--- src/rtl/hilo_pkg.sv ---
// Shared HI/LO unit definitions: op codes, FSM states, accumulate modes and decode helpers.
// Latency: n/a (types and pure functions only).
// Backpressure: n/a.
package hilo_pkg;

  // Operation codes carried on the 4-bit op bus; codes 10..15 are undefined and act as no-ops
  typedef enum logic [3:0] {
    OP_MULT  = 4'd0,
    OP_MULTU = 4'd1,
    OP_MADD  = 4'd2,
    OP_MADDU = 4'd3,
    OP_MSUB  = 4'd4,
    OP_MSUBU = 4'd5,
    OP_DIV   = 4'd6,
    OP_DIVU  = 4'd7,
    OP_MTHI  = 4'd8,
    OP_MTLO  = 4'd9
  } op_e;

  typedef enum logic [2:0] {
    ST_IDLE,
    ST_MUL,
    ST_DIV,
    ST_FIX,
    ST_DZERO
  } state_e;

  // What a multiply-class op does with the existing {hi,lo} value
  typedef enum logic [1:0] {
    ACC_NONE,
    ACC_ADD,
    ACC_SUB
  } acc_e;

  // True for every op that reads or writes HI/LO; the hazard unit stalls on busy & is_hilo_op(op)
  function automatic logic is_hilo_op(input logic [3:0] op);
    return (op <= OP_MTLO);
  endfunction

  function automatic logic is_div_op(input logic [3:0] op);
    return (op == OP_DIV) || (op == OP_DIVU);
  endfunction

endpackage

--- src/rtl/hilo_div_core.sv ---
// Iterative unsigned restoring divider, DIV_BITS quotient bits retired per cycle.
// Latency: WIDTH/DIV_BITS cycles after start; done is high during the final iteration cycle.
// Backpressure: none; start is only honoured by the parent when idle, cancel aborts at the next edge.
module hilo_div_core #(
  parameter int WIDTH    = 32,
  parameter int DIV_BITS = 1
) (
  input  logic             clock,
  input  logic             reset_n,
  input  logic             start,
  input  logic             cancel,
  input  logic [WIDTH-1:0] dividend,
  input  logic [WIDTH-1:0] divisor,
  output logic             done,
  output logic [WIDTH-1:0] quotient,
  output logic [WIDTH-1:0] remainder
);

  localparam int ITERS = WIDTH / DIV_BITS;
  localparam int CW    = (ITERS > 1) ? $clog2(ITERS) : 1;
  localparam logic [CW-1:0] LAST = CW'(ITERS - 1);

  logic             running;
  logic [CW-1:0]    cnt;
  logic [WIDTH-1:0] rem_q;
  logic [WIDTH-1:0] quo_q;
  logic [WIDTH-1:0] dsr_q;
  logic [WIDTH-1:0] rem_nx;
  logic [WIDTH-1:0] quo_nx;
  logic [WIDTH:0]   trial;

  // One iteration: shift the next dividend bit into the partial remainder, subtract if it fits
  always_comb begin
    rem_nx = rem_q;
    quo_nx = quo_q;
    trial  = '0;
    for (int i = 0; i < DIV_BITS; i++) begin
      trial  = {rem_nx, quo_nx[WIDTH-1]};
      quo_nx = {quo_nx[WIDTH-2:0], 1'b0};
      if (trial >= {1'b0, dsr_q}) begin
        trial     = trial - {1'b0, dsr_q};
        quo_nx[0] = 1'b1;
      end
      rem_nx = trial[WIDTH-1:0];
    end
  end

  // The iteration now in progress is the last one; results land in quo_q/rem_q at this edge
  assign done      = running & (cnt == LAST);
  assign quotient  = quo_q;
  assign remainder = rem_q;

  // Load operands on start, then step the remainder/quotient shift registers until the count expires
  always_ff @(posedge clock or negedge reset_n) begin
    if (!reset_n) begin
      running <= 1'b0;
      cnt     <= '0;
      rem_q   <= '0;
      quo_q   <= '0;
      dsr_q   <= '0;
    end else if (cancel) begin
      running <= 1'b0;
    end else if (start) begin
      running <= 1'b1;
      cnt     <= '0;
      rem_q   <= '0;
      quo_q   <= dividend;
      dsr_q   <= divisor;
    end else if (running) begin
      rem_q <= rem_nx;
      quo_q <= quo_nx;
      cnt   <= cnt + 1'b1;
      if (done) running <= 1'b0;
    end
  end

endmodule

--- src/rtl/hilo_muldiv_unit.sv ---
// MIPS32 HI/LO unit: owns HI/LO, runs MT*, multiply/accumulate and divide ops.
// Latency: MT* 0 edges, multiply class MUL_LATENCY edges, divide WIDTH/DIV_BITS+1 edges, divide-by-zero 1 edge.
// Backpressure: in_ready only in IDLE; cancel aborts any in-flight op without writing HI/LO.
module hilo_muldiv_unit
  import hilo_pkg::*;
#(
  parameter int WIDTH       = 32,
  parameter int DIV_BITS    = 1,
  parameter int MUL_LATENCY = 2
) (
  input  logic             clock,
  input  logic             reset_n,
  input  logic             in_valid,
  output logic             in_ready,
  input  logic [3:0]       op,
  input  logic [WIDTH-1:0] a,
  input  logic [WIDTH-1:0] b,
  input  logic             cancel,
  output logic [WIDTH-1:0] hi,
  output logic [WIDTH-1:0] lo,
  output logic             busy,
  output logic             done,
  output logic             div_zero
);

  localparam int MCW = (MUL_LATENCY > 1) ? $clog2(MUL_LATENCY + 1) : 1;
  localparam logic [MCW-1:0] MUL_LAST = MCW'(MUL_LATENCY);

  state_e           state;
  logic [MCW-1:0]   mul_cnt;
  logic [WIDTH-1:0] opa_q;
  logic [WIDTH-1:0] opb_q;
  logic             sgn_q;
  acc_e             acc_q;
  logic             q_neg_q;
  logic             r_neg_q;

  logic             accept;
  logic             a_neg;
  logic             b_neg;
  logic             b_zero;
  logic [WIDTH-1:0] a_mag;
  logic [WIDTH-1:0] b_mag;
  logic             div_start;
  logic             core_done;
  logic [WIDTH-1:0] core_q;
  logic [WIDTH-1:0] core_r;
  logic [WIDTH-1:0] fix_q;
  logic [WIDTH-1:0] fix_r;

  logic [2*WIDTH-1:0] ext_a;
  logic [2*WIDTH-1:0] ext_b;
  logic [2*WIDTH-1:0] product;
  logic [2*WIDTH-1:0] mul_result;

  assign in_ready = (state == ST_IDLE);
  assign busy     = ~in_ready;
  assign accept   = in_valid & in_ready & ~cancel;

  // Only DIV is signed; DIVU magnitudes are the raw operands. -MIN wraps to MIN, which as an
  // unsigned magnitude is exactly right.
  assign a_neg  = (op == OP_DIV) & a[WIDTH-1];
  assign b_neg  = (op == OP_DIV) & b[WIDTH-1];
  assign a_mag  = a_neg ? -a : a;
  assign b_mag  = b_neg ? -b : b;
  assign b_zero = (b == '0);

  assign div_start = accept & is_div_op(op) & ~b_zero;

  hilo_div_core #(
    .WIDTH    (WIDTH),
    .DIV_BITS (DIV_BITS)
  ) u_div_core (
    .clock     (clock),
    .reset_n   (reset_n),
    .start     (div_start),
    .cancel    (cancel),
    .dividend  (a_mag),
    .divisor   (b_mag),
    .done      (core_done),
    .quotient  (core_q),
    .remainder (core_r)
  );

  // Quotient truncates toward zero; remainder follows the dividend's sign
  assign fix_q = q_neg_q ? -core_q : core_q;
  assign fix_r = r_neg_q ? -core_r : core_r;

  // Full-width product from the captured operands. HI/LO cannot change while in MUL, so the
  // live {hi,lo} equals the value present at the accept edge and serves as the accumulator.
  always_comb begin
    ext_a      = {{WIDTH{sgn_q & opa_q[WIDTH-1]}}, opa_q};
    ext_b      = {{WIDTH{sgn_q & opb_q[WIDTH-1]}}, opb_q};
    product    = ext_a * ext_b;
    mul_result = product;
    case (acc_q)
      ACC_ADD: mul_result = {hi, lo} + product;
      ACC_SUB: mul_result = {hi, lo} - product;
      default: mul_result = product;
    endcase
  end

  // Control FSM with registered HI/LO, done and div_zero
  always_ff @(posedge clock or negedge reset_n) begin
    if (!reset_n) begin
      state    <= ST_IDLE;
      mul_cnt  <= '0;
      opa_q    <= '0;
      opb_q    <= '0;
      sgn_q    <= 1'b0;
      acc_q    <= ACC_NONE;
      q_neg_q  <= 1'b0;
      r_neg_q  <= 1'b0;
      hi       <= '0;
      lo       <= '0;
      done     <= 1'b0;
      div_zero <= 1'b0;
    end else begin
      done <= 1'b0;
      if (state != ST_IDLE && cancel) begin
        state <= ST_IDLE;
      end else begin
        case (state)
          ST_IDLE: begin
            if (accept) begin
              div_zero <= 1'b0;
              opa_q    <= a;
              opb_q    <= b;
              mul_cnt  <= MCW'(1);
              case (op)
                OP_MULT:  begin state <= ST_MUL; sgn_q <= 1'b1; acc_q <= ACC_NONE; end
                OP_MULTU: begin state <= ST_MUL; sgn_q <= 1'b0; acc_q <= ACC_NONE; end
                OP_MADD:  begin state <= ST_MUL; sgn_q <= 1'b1; acc_q <= ACC_ADD;  end
                OP_MADDU: begin state <= ST_MUL; sgn_q <= 1'b0; acc_q <= ACC_ADD;  end
                OP_MSUB:  begin state <= ST_MUL; sgn_q <= 1'b1; acc_q <= ACC_SUB;  end
                OP_MSUBU: begin state <= ST_MUL; sgn_q <= 1'b0; acc_q <= ACC_SUB;  end
                OP_DIV, OP_DIVU: begin
                  q_neg_q <= a_neg ^ b_neg;
                  r_neg_q <= a_neg;
                  state   <= b_zero ? ST_DZERO : ST_DIV;
                end
                OP_MTHI:  hi <= a;
                OP_MTLO:  lo <= a;
                default:  ;
              endcase
            end
          end
          ST_MUL: begin
            if (mul_cnt == MUL_LAST) begin
              {hi, lo} <= mul_result;
              done     <= 1'b1;
              state    <= ST_IDLE;
            end else begin
              mul_cnt <= mul_cnt + 1'b1;
            end
          end
          ST_DIV: begin
            if (core_done) state <= ST_FIX;
          end
          ST_FIX: begin
            lo    <= fix_q;
            hi    <= fix_r;
            done  <= 1'b1;
            state <= ST_IDLE;
          end
          ST_DZERO: begin
            lo       <= '1;
            hi       <= opa_q;
            div_zero <= 1'b1;
            done     <= 1'b1;
            state    <= ST_IDLE;
          end
          default: state <= ST_IDLE;
        endcase
      end
    end
  end

endmodule

--- config.mk ---
export PLATFORM = sky130hd
export DESIGN_NAME = hilo_muldiv_unit
export DESIGN_NICKNAME = d
export VERILOG_FILES = /design/src/rtl/hilo_pkg.sv /design/src/rtl/hilo_div_core.sv /design/src/rtl/hilo_muldiv_unit.sv
export SDC_FILE = /design/constraint.sdc
export NUM_CORES = 2
export LEC_CHECK = 0
export BUFFER_PORTS_ARGS = -buffer_cell sky130_fd_sc_hd__buf_4
export CAP_MARGIN = 5
export CORE_AREA = 2 2 307 309
export DETAILED_ROUTE_END_ITERATION = 10
export DIE_AREA = 0 0 309 311
export GPL_ROUTABILITY_DRIVEN = 0
export PLACE_DENSITY = 0.88
export SETUP_SLACK_MARGIN = 0.15
export SYNTH_ARGS = -nofsm -noshare
export SYNTH_HDL_FRONTEND = slang
export SYNTH_HIERARCHICAL = 1
export SYNTH_SLANG_ARGS = --single-unit
--- constraint.sdc ---
create_clock -name clock -period 12.39 [get_ports clock]
set_clock_uncertainty 0.2 [all_clocks]
set_input_delay 1.239 -clock clock [delete_from_list [all_inputs] [get_ports clock]]
set_output_delay 1.239 -clock clock [all_outputs]
set_load 0.02 [all_outputs]
* Yosys cells after proc, flatten, opt, wreduce, memory -nomap -nowiden
Cells that the tools add are included.
** Operators by class
- $add $sub $neg :: 9
- $mul :: 1
- Magnitude comparators :: 1
- Eq/ne operators :: 26
- Muxes and demuxes :: 42
- Bitwise operators :: 14
- Reduce and logical (&&, ||, !) cells :: 31
** Operator list (count)
- 32-bit 2-to-1 mux :: 15
- 32-bit case mux with 4 select lines :: 2
- 32-bit negation :: 4
- 64-bit case mux with 2 select lines :: 1
- 64-bit adder :: 1
- 33-bit by 33-bit multiplier with 64-bit output :: 1
- 64-bit subtractor :: 1
- 33-bit by 32-bit greater-or-equal comparator with 1-bit output :: 1
- 32-bit logical NOT :: 1
- 32-bit subtractor :: 1
- 4-bit AND reduction :: 5
- 4-bit by 3-bit equality test with 1-bit output (second input constant) :: 4
- 3-bit 2-to-1 mux :: 5
- 5-bit 2-to-1 mux :: 2
- 5-bit AND reduction :: 2
- 2-bit OR reduction :: 5
- 1-bit bitwise AND :: 9
- 3-bit case mux with 3 select lines :: 1
- 4-bit by 2-bit equality test with 1-bit output (second input constant) :: 2
- 4-bit equality test (second input constant) :: 2
- 1-bit 2-to-1 mux :: 8
- 2-bit nonzero test :: 4
- 3-bit by 2-bit equality test with 1-bit output (second input constant) :: 2
- 2-bit by 1-bit != test with 1-bit output (second input constant) :: 3
- 29 further kinds :: 42
** Storage, ports and cells
- Flip-flop bits (word level) :: 242

* Depth between registers and ports, before layout
- Depth in word-level cells :: 7
- Mapped depth :: 50

* Modules after synthesis
The synthesis kept the hierarchy.
** By module, submodules not included
- hilo_muldiv_unit :: instances 1, cells an instance 6240, area each 53571.4 um2, sequential area each 3503.4 um2
- hilo_div_core :: instances 1, cells an instance 729, area each 6374.9 um2, sequential area each 2552.4 um2

* Worst setup path after synthesis
Ideal clock, no wire load.
- Path kind :: flip-flop to flip-flop
- Start point :: register opa_q[31]
- End point :: register hi[31]
- Data arrival time :: 10.997 ns
- Path slack :: 1.072 ns
- Stages on the path, launching flop included :: 48
- Clock period less this slack :: 11.318 ns
- Path through :: dfrtp_1 > clkbuf_1 > and2_1 > clkbuf_1 > nand2_1 > inv_1 > fa_1 > fa_1 > fa_1 > inv_1 > fa_1 > inv_1 > fa_1 > fa_1 > inv_1 > fa_1 > fa_1 > inv_1 > (+12 left out) > a21oi_1 > xnor2_1 > ha_1 > clkbuf_1 > a21o_1 > a21o_1 > a21o_1 > a21o_1 > a21oi_1 > o21ai_0 > a31oi_1 > a21oi_1 > xor2_1 > and2_1 > mux2i_1 > xnor2_1 > nor2_1 > o22a_1
** On the way
- Cells in the longest elaborated chain, start to end :: 6
- Elaborated cells between the ends (all ways) :: 7
- Those cells by class :: add/sub: 2; mul: 1; mux: 3; bitwise: 1
** Ends and longest elaborated chain
- start, declared :: RTL line hilo_muldiv_unit.sv:31 : logic [WIDTH-1:0] opa_q;
- start signal, assigned :: RTL line hilo_muldiv_unit.sv:108 : opa_q <= '0;
- start signal, assigned :: RTL line hilo_muldiv_unit.sv:127 : opa_q <= a;
- 1-bit bitwise AND :: RTL line hilo_muldiv_unit.sv:92 : ext_a = {{WIDTH{sgn_q & opa_q[WIDTH-1]}}, opa_q};
- 33-bit by 33-bit multiplier with 64-bit output :: RTL line hilo_muldiv_unit.sv:94 : product = ext_a * ext_b;
- 64-bit subtractor or 64-bit adder (tied branches) :: RTL line hilo_muldiv_unit.sv:98, hilo_muldiv_unit.sv:97
- 64-bit case mux with 2 select lines :: RTL line hilo_muldiv_unit.sv:96 : case (acc_q)
- 32-bit 2-to-1 mux :: RTL line hilo_muldiv_unit.sv:149 : if (mul_cnt == MUL_LAST) begin
- 32-bit case mux with 4 select lines * :: RTL line hilo_muldiv_unit.sv:123 : case (state)
- end signal, assigned :: RTL line hilo_muldiv_unit.sv:150 : {hi, lo} <= mul_result;
- end signal, assigned :: RTL line hilo_muldiv_unit.sv:162 : hi <= fix_r;
- end signal, assigned :: RTL line hilo_muldiv_unit.sv:168 : hi <= opa_q;
- end, declared :: RTL line hilo_muldiv_unit.sv:19 : output logic [WIDTH-1:0] hi,
Mark *: on every way between the ends. The rest lies on a longest branch, timed or not. The select of a mux whose other input is x is not followed.
A chain may end at the register's enable or synchronous reset.

* Worst setup path in the final report
- Start point :: register opa_q[27]
- End point :: register hi[31]
** On the way
- Cells in the longest elaborated chain, start to end :: 5
- Elaborated cells between the ends (all ways) :: 6
- Those cells by class :: add/sub: 2; mul: 1; mux: 3
** Ends and longest elaborated chain (RTL line)
- 33-bit by 33-bit multiplier with 64-bit output * :: hilo_muldiv_unit.sv:94
- 64-bit subtractor or 64-bit adder (tied branches) :: hilo_muldiv_unit.sv:98, hilo_muldiv_unit.sv:97
- 64-bit case mux with 2 select lines * :: hilo_muldiv_unit.sv:96
- 32-bit 2-to-1 mux * :: hilo_muldiv_unit.sv:149
- 32-bit case mux with 4 select lines * :: hilo_muldiv_unit.sv:123
Marked as above.

==> results by group <==
Critical path
  • Critical path required time: between 10 and 15 ns
  • Worst Setup EP: hi[31]
  • CP max FO: 18
  • Worst r2r src: opa_q[27]
  • CP arrival: about 12 ns
  • CP Depth: 40
  • Reg2Reg Setup Slack: between 0.3 and 0.4 ns
  • Crit-path most repeated cell: fa_1
  • Reg-to-Reg End: hi[31]
  • Crit. End Element: flop
  • Crit-path slowest cell: fa_1
  • Crit Path Category: reg -> reg
  • Delay-heaviest family, CP: adder cells
  • Worst setup path start: opa_q[27]
  • Max incr delay on CP: approximately 0.73 ns
  • Reg2Reg Depth: 40
  • Critical path buffers and inverters: 5
  • Crit start category: flop

GRT
  • Initial antenna violation count: 8
  • Most Crowded Layer GR: met2
  • Largest net degree at the start of global routing: 108
  • GRT Total Usage: 40.3%
  • Met3 usage: around an eighth
  • GR Util met1: a little under half
  • Global-route wire length before repair: between 300000 and 400000 microns
  • Grt met2 use: approximately three fifths
  • GRT overflow: 0
  • Vias in the first global route: between 50000 and 60000

STA
  • Final setup violation count: 0
  • Hold Vio Cnt, Final: 0
  • F_max: between 80 and 90 MHz
  • Tmin final: about 12 ns
  • Fin crit share: 97.4%
  • Rel. slew slack: 18.1%
  • RSZ-0062 raised after global routing: no
  • Max Slew Vio Count: 0
  • Final worst slack: between 0.3 and 0.4 ns
  • Fin Hold WS: around 0.3 ns
  • Worst-margin pin slew: between 1 and 1.5 ns

Drt
  • DRC viols: 0
  • Iteration-0 DRC Markers: just under 7000
  • WL final: approximately 190000 microns
  • Vias: around 53000
  • Via density: 6.50
  • Antenna Nets Post-Route: 0
  • Wirelength per Cell: 23.4 microns
  • DR pass1 iterations: 9

Floorplanning
  • Die area: between 0.09 and 0.1 sq mm
  • Core Region: ~0.093 sq mm
  • Io pins: 140
  • Row cnt: around 110
  • DIE HEIGHT: between 300 and 400 microns
  • Chip width: 309 microns
  • Starting Density: 64.6%

Synthesis
  • Average cell area after synthesis: around 8.6 sq um
  • #FFs+latches synth: 242
  • Top_reg_cell synth: dfrtp_1
  • Post-synth cell types: ~110
  • Most frequent cells after synthesis: 1184 x inv_1, 1127 x fa_1, 1036 x nand2_1
  • Seq/Total Area, Yosys: between 10 and 15%
  • Area share of the largest cell type after synthesis: a little under two fifths
  • Fraction of registers with async set/reset: 100%
  • Syn Std Cell Area: 0.0599 sq mm
  • Syn Nets: roughly 8500
  • Top-count cell post-synth: inv_1
  • Number of synthesized flops with an enable pin: 0
  • Synthesized instance count: between 6000 and 7000
  • Largest cells by area after synthesis: fa_1 38%, dfrtp_1 10%, inv_1 7.4%
  • Cell taking the most area after synthesis: fa_1
  • Yosys Warn Count: 6

Finish
  • Final core occ: ~69%
  • Multi-input gate area: around 0.048 sq mm
  • Final Non-Filler Cells: 8189
  • Fin nets: about 8400
  • Layout area overhead: 6.75%
  • Layout cells sized above 1: under 10%
  • Fill count: 6580
  • Register area: between 0.006 and 0.007 sq mm

Outcome
  • Status: complete, no violations

CTS
  • Worst-path clk slew: ~0.070 ns
  • Htree depth: 1
  • CTS tree: built
  • Hold Buf Count CTS: 0
  • Root buf cell: clkbuf_16
  • Clock Path Buffers: 3
  • Later-pin clock latency in the skew report: between 0.6 and 0.7 ns
  • Clock tree sinks: 242
  • CTS buffer count: 30

Placed design
  • Detailed placement HPWL: 150000 microns
  • PortBufs: around 140
  • Pre-CTS WS: -0.0610 ns
  • DP Cell Count: slightly above 8000

Worst hold path
  • Hold WC Path Type: reg -> reg

Job
  • Max-cap violations: 0
cells in the final DEF, fill, tap and decap left out, types with 201 or more instances in the layout:
cell / netlist / layout
a21oi_1: 275 / 265
and2_1: 384 / 384
buf_4: 2 / 315
fa_1: 1127 / 1123
ha_1: 316 / 311
inv_1: 1184 / 1182
nand2_1: 1036 / 1032
nor2_1: 273 / 267
o21ai_0: 299 / 292
xnor2_1: 202 / 201
worst reg2reg max path: cells and delay by family, from the launching register on:
| kind | cells | cell delay, ns |
|---|---|---|
| AO/OA/AOI/OAI | 10 | 2.17 |
| XOR/XNOR | 3 | 0.53 |
| adder cells (fa/ha/maj) | 10 | 4.98 |
| buffers and inverters | 5 | 0.71 |
| flip-flops | 1 | 0.68 |
| multiplexers | 1 | 0.22 |
| AND/OR/NAND/NOR | 11 | 2.48 |
sequential cells by signal (all words and copies together) (netlist names):
signal,cells
sgn_q,1
u_div_core/quotient,32
div_zero,1
q_neg_q,1
lo,32
r_neg_q,1
hi,32
acc_q,2
u_div_core/running,1
u_div_core/dsr_q,32
mul_cnt,2
done,1
state,3
u_div_core/cnt,5
opa_q,32
u_div_core/remainder,32
opb_q,32
layout make-up:
| class | instances | share of cell area (%) |
|---|---|---|
| Multi-Input combinational cell | 5118 | 75.3 |
| Tap cell | 1254 | 2.45 |
| Clock buffer | 36 | 1.26 |
| Clock inverter | 18 | 0.454 |
| Sequential cell | 242 | 9.58 |
| Timing Repair Buffer | 326 | 3.92 |
| Antenna cell | 10 | 0.0391 |
| Inverter | 1185 | 6.96 |
worst min path at each step:
stage,from,to,depth (start not counted)
2_1_floorplan,mul_cnt[1],mul_cnt[1],2
3_3_place_gp,mul_cnt[1],mul_cnt[1],2
3_5_place_dp,acc_q[0],acc_q[0],2
4_1_cts,acc_q[0],acc_q[0],2
5_1_grt,opb_q[26],opb_q[26],1
6_report,acc_q[0],acc_q[0],2
what timing repair did:
item / 4_1_cts / 5_1_grt
pin swaps: 0 / 6
resized for setup: 28 / 113
setup buffers: 0 / 14
cloned: 0 / 0
endpoints found under the setup margin: 3 / 12
through the flow:
step	area [sq um]	setup TNS [ns]
after floorplan	59900	0
after global placement	62300	0
after detailed placement	62300	-0.0610
after CTS	63400	0
after global routing	64000	0
final	64000	0
cell families (layout without fill, tap and decap cells):
group / Yosys count / count (layout) / share of synthesized area (%)
buf+inv: 1609 / 1565 / 10.2
flops: 242 / 242 / 10.1
compound gates: 1109 / 1109 / 11.9
other cells: 0 / 10 / 0
mux: 121 / 121 / 2.16
xor+xnor: 314 / 314 / 4.60
fa+ha+maj: 1443 / 1443 / 44.2
simple gates: 2131 / 2131 / 16.9
routing by layer:
metal / part of all wire (%) / vias up
met5: 0.036 / -
met4: 9.2 / 10
met3: 14 / 1400
met2: 44 / 4076
met1: 32 / 25900
li1: - / 21900
Power is not shown: default switching activity piles up to over one toggle a cycle in this logic, so the estimate is an artifact.
